[config.mk]
export PLATFORM = sky130hd
export DESIGN_NAME = tff_counter_ctrl
export DESIGN_NICKNAME = d
export VERILOG_FILES = /design/src/rtl/tff_counter_ctrl.sv
export SDC_FILE = /design/constraint.sdc
export NUM_CORES = 1
export LEC_CHECK = 0
export BUFFER_PORTS_ARGS = -buffer_cell sky130_fd_sc_hd__buf_2
export CAP_MARGIN = 30
export CORE_UTILIZATION = 45
export DETAILED_ROUTE_END_ITERATION = 10
export GPL_TIMING_DRIVEN = 0
export PLACE_DENSITY = 0.72
export SKIP_CTS_REPAIR_TIMING = 1
export SLEW_MARGIN = 40
export SYNTH_ARGS = -nofsm -noshare
export SYNTH_HDL_FRONTEND = slang
export SYNTH_SLANG_ARGS = --single-unit
[constraint.sdc]
create_clock -name clk -period 5.4 [get_ports clk]
set_input_delay 1.62 -clock clk [delete_from_list [all_inputs] [get_ports clk]]
set_output_delay 1.62 -clock clk [all_outputs]
set_load 0.005 [all_outputs]
[src/rtl/tff_counter_ctrl.sv]
// Command sequencer for an external bank of WIDTH T flip-flops: counts up/down N
// steps or loads a value by generating per-bit toggle enables from the fed-back q.
module tff_counter_ctrl #(
   parameter int unsigned WIDTH = 4
) (
   input  logic             clk,
   input  logic             rst,
   input  logic             cmd_valid,
   output logic             cmd_ready,
   input  logic [1:0]       cmd_op,
   input  logic [WIDTH-1:0] cmd_arg,
   input  logic             abort,
   input  logic [WIDTH-1:0] q_in,
   output logic [WIDTH-1:0] t_out,
   output logic             busy,
   output logic             done,
   output logic             wrap
);

   localparam logic [1:0] OP_NOP  = 2'b00;
   localparam logic [1:0] OP_UP   = 2'b01;
   localparam logic [1:0] OP_DOWN = 2'b10;
   localparam logic [1:0] OP_LOAD = 2'b11;

   typedef enum logic [1:0] {
      S_IDLE = 2'b00,
      S_UP   = 2'b01,
      S_DOWN = 2'b10,
      S_LOAD = 2'b11
   } state_t;

   state_t           state, state_n;
   logic [WIDTH-1:0] remaining, remaining_n;
   logic [WIDTH-1:0] target, target_n;
   logic             done_n, wrap_n;
   logic             accept;
   logic [WIDTH-1:0] up_t, dn_t;

   assign cmd_ready = (state == S_IDLE) && !rst;
   assign accept    = cmd_valid && cmd_ready;
   assign busy      = (state != S_IDLE);

   // Bit i toggles when all lower bits are ones (up) or all zeros (down).
   always_comb begin
      logic [WIDTH-1:0] mask;
      up_t = '0;
      dn_t = '0;
      for (int unsigned i = 0; i < WIDTH; i++) begin
         mask    = WIDTH'((1 << i) - 1);
         up_t[i] = ((q_in & mask) == mask);
         dn_t[i] = ((q_in & mask) == '0);
      end
   end

   always_comb begin
      t_out = '0;
      if (!rst && !abort) begin
         case (state)
            S_UP:    t_out = up_t;
            S_DOWN:  t_out = dn_t;
            S_LOAD:  t_out = q_in ^ target;
            default: t_out = '0;
         endcase
      end
   end

   always_ff @(posedge clk) begin
      if (rst) begin
         state     <= S_IDLE;
         remaining <= '0;
         target    <= '0;
         done      <= 1'b0;
         wrap      <= 1'b0;
      end else begin
         state     <= state_n;
         remaining <= remaining_n;
         target    <= target_n;
         done      <= done_n;
         wrap      <= wrap_n;
      end
   end

   always_comb begin
      state_n     = state;
      remaining_n = remaining;
      target_n    = target;
      done_n      = 1'b0;
      wrap_n      = wrap;
      case (state)
         S_IDLE: begin
            if (accept) begin
               wrap_n = 1'b0;
               case (cmd_op)
                  OP_NOP: done_n = 1'b1;
                  OP_UP, OP_DOWN: begin
                     if (cmd_arg == '0) begin
                        done_n = 1'b1;
                     end else begin
                        remaining_n = cmd_arg;
                        state_n     = (cmd_op == OP_UP) ? S_UP : S_DOWN;
                     end
                  end
                  OP_LOAD: begin
                     target_n = cmd_arg;
                     state_n  = S_LOAD;
                  end
                  default: done_n = 1'b0;
               endcase
            end
         end
         S_UP, S_DOWN: begin
            if (abort) begin
               state_n     = S_IDLE;
               remaining_n = '0;
            end else begin
               if ((state == S_UP) ? (&q_in) : (~|q_in)) wrap_n = 1'b1;
               remaining_n = remaining - WIDTH'(1);
               if (remaining == WIDTH'(1)) begin
                  state_n = S_IDLE;
                  done_n  = 1'b1;
               end
            end
         end
         S_LOAD: begin
            state_n = S_IDLE;
            done_n  = !abort;
         end
         default: state_n = S_IDLE;
      endcase
   end

endmodule

==> impl_metrics.toml <==
[detailed_routing]
vias = 883
wl_per_cell_um = 12.8
dr.first_iter.drc_count = 9
antenna_left = 0
drc = 0
dr.pass1.iters = 4
drt_wl_total_um = 2090
routed_via_density = 5.38

[clock_tree]
cts.path.max_buffers = 2
cts.reportedPaths.clkPinSlew_ns = 0.08
clk_latency_ns = 0.28
cts.sinks = 12
cts_buffers = 3
cts-root-buf = "clkbuf_4"
htree_levels = 1
cts_tree = "yes"

[cells_and_area]
final_cells = 164
drive_above_1_share_pct = 23.4
synthToLayoutAreaGrowth_pct = 18.9
fillers = 185
diodes = 0
layout.nets = 163

[global_route]
grt_pass1_wl_um = 3120
grtUsageTotal_pct = 20.2
antenna_found_initial = 0
grt_overflow = 0
grt_pass1_vias = 735
grt_max_degree = 11

[timing]
setup_viol = 0
rsz0062_at_grt = "false"
tightest_slew_ns = 0.483
max_slew_margin_pct = 67.8
min_period_ns = 4.19
hold_viol = 0
tns_ns = 0
period_share_pct = 77.6
skew_ns = 0.00432
report.final.slew_viol_count = 0
fmax_mhz = 239
fin_ws_ns = 1.21

[yosys]
synth_nets = 137
synth_top_flop_cell = "dfxtp_1"
synth_edf_count = 0
synthTopCellsByArea = "dfxtp_1, ha_1, a21oi_1"
avgSynthCellArea_um2 = 8.27
synth_top_cell_by_area = "dfxtp_1"
ys_types = 38
netlist_area_um2 = 926
synthCells = 112
yosysTopAreaCellShare_pct = 25.9
ys_seq_area_share_pct = 25.9
async_flop_share_pct = 0
yosysWarningCount = 0
ys_ff_latch = 12

[min_path]
worstHoldStart = "target[2]"
hold_path_depth = 2
hold_path_class = "flip-flop to flip-flop"
holdPathEnd = "target[2]"

[power_and_ir_drop]
power.leakage_nw = 0.467
ir_worst_vdd_uv = 209
power_density_mw_per_mm2 = 382
power_w = 0.000421

[die]
die_h_um = 47.4
start_util_pct = 47.7
io_pins = 22
die_area_mm2 = 0.00224
rows = 16
core_area_mm2 = 0.00194
die_x_um = 47.4

[worst_setup_path]
r2r_start = "state[1]"
r2r_end = "state[1]"
critPathMaxFanout = 6
r2r_cells = 6
end_kind = "output pin"
required_ns = 3.78
arrival_ns = 2.57
cp-start-kind = "input port"
worst-r2r-setup-slack_ns = 3.46
critPathKind = "input port to output pin"

[place]
buffer_ports.inserted = 21
dp_slack_ns = 1.22
dpl.hpwl_um = 1670
placedCellCount = 160
place_congestion = 0.786

[run_status]
status = "finished, final reports clean"

[flow_run]
maxCapViolCount = 0
-- kinds of logic after synthesis --
group	after synthesis	synth area share, %
simple gates	39	22.6
compound gates	32	25.1
buf+inv	12	5.68
flops	12	25.9
fa+ha+maj	11	14.9
xor+xnor	5	4.73
mux	1	1.08
-- sequential cells by signal, summed over array words and instances (netlist names) --
register	count
wrap	1
state	2
done	1
remaining	4
target	4
-- synthesized netlist by cell type (2+ instances only) --
cell / count
o21ai_0: 4
ha_1: 11
inv_1: 10
nor2_1: 9
a21oi_1: 10
a31oi_1: 2
xor2_1: 4
nor3_1: 2
nand2_1: 8
nor3b_1: 2
nand2b_1: 2
nor2b_1: 3
a211oi_1: 5
dfxtp_1: 12
nand3_1: 5
-- through the flow --
stage          cell area, um2  utilization (%)  hold WS, ns
6_report                 1100             56.7        0.473
5_1_grt                  1100             56.7        0.495
3_5_place_dp             1060             54.8        0.464
2_1_floorplan             926                -        0.448
3_3_place_gp             1060             54.8        0.460
4_1_cts                  1100             56.7        0.475
-- worst max-delay path by stage --
stage            start  endpoint  slack [ns]  depth (start not counted)
6_report       q_in[0]  t_out[0]        1.21                          5
5_1_grt        q_in[0]  t_out[0]        1.14                          5
4_1_cts        q_in[0]  t_out[0]        1.22                          5
3_5_place_dp   q_in[0]  t_out[0]        1.22                          5
3_3_place_gp   q_in[0]  t_out[0]        1.24                          5
2_1_floorplan  q_in[0]  t_out[0]        1.49                          3
-- where the power goes --
group | internal [W] | switching [W]
sequential | 0.000106 | 0.0000168
clock | 0.0000410 | 0.0000339
combinational | 0.0000951 | 0.000128
-- routing by layer --
layer / share of wire, % / wire length [um] / global-route usage (%)
met5: 0 / 0 / 0
met4: 0.67 / 14 / 6.86
met3: 3.5 / 74 / 3.46
met2: 50 / 1060 / 34.0
met1: 45 / 947 / 25.7
-- placed cells by master (no fill, tap or decap), drive strengths merged, types with 2 or more instances in the layout --
cell,n
a211oi,5
a21oi,11
a31oi,3
buf,22
clkbuf,5
dfxtp,12
ha,11
inv,10
nand2,8
nand2b,2
nand3,5
nor2,9
nor2b,3
nor3,2
nor3b,2
o21ai,4
or4,2
xor2,4
-- area by class of cell --
type	instances	area [um2]	share of cell area [%]
Multi-Input combinational cell	88	633	57.5
Tap cell	27	33.8	3.07
Clock buffer	4	36.3	3.30
Timing Repair Buffer	21	105	9.55
Sequential cell	12	240	21.8
Buffer	2	15.0	1.36
Inverter	10	37.5	3.41
-- critical path: stages --
cell and delay, ns:
buf_2 0.14, xor2_1 0.16, a21oi_1 0.08, a2111oi_0 0.40, buf_2 0.18
Note: power is estimated with default switching activity, not from simulation.
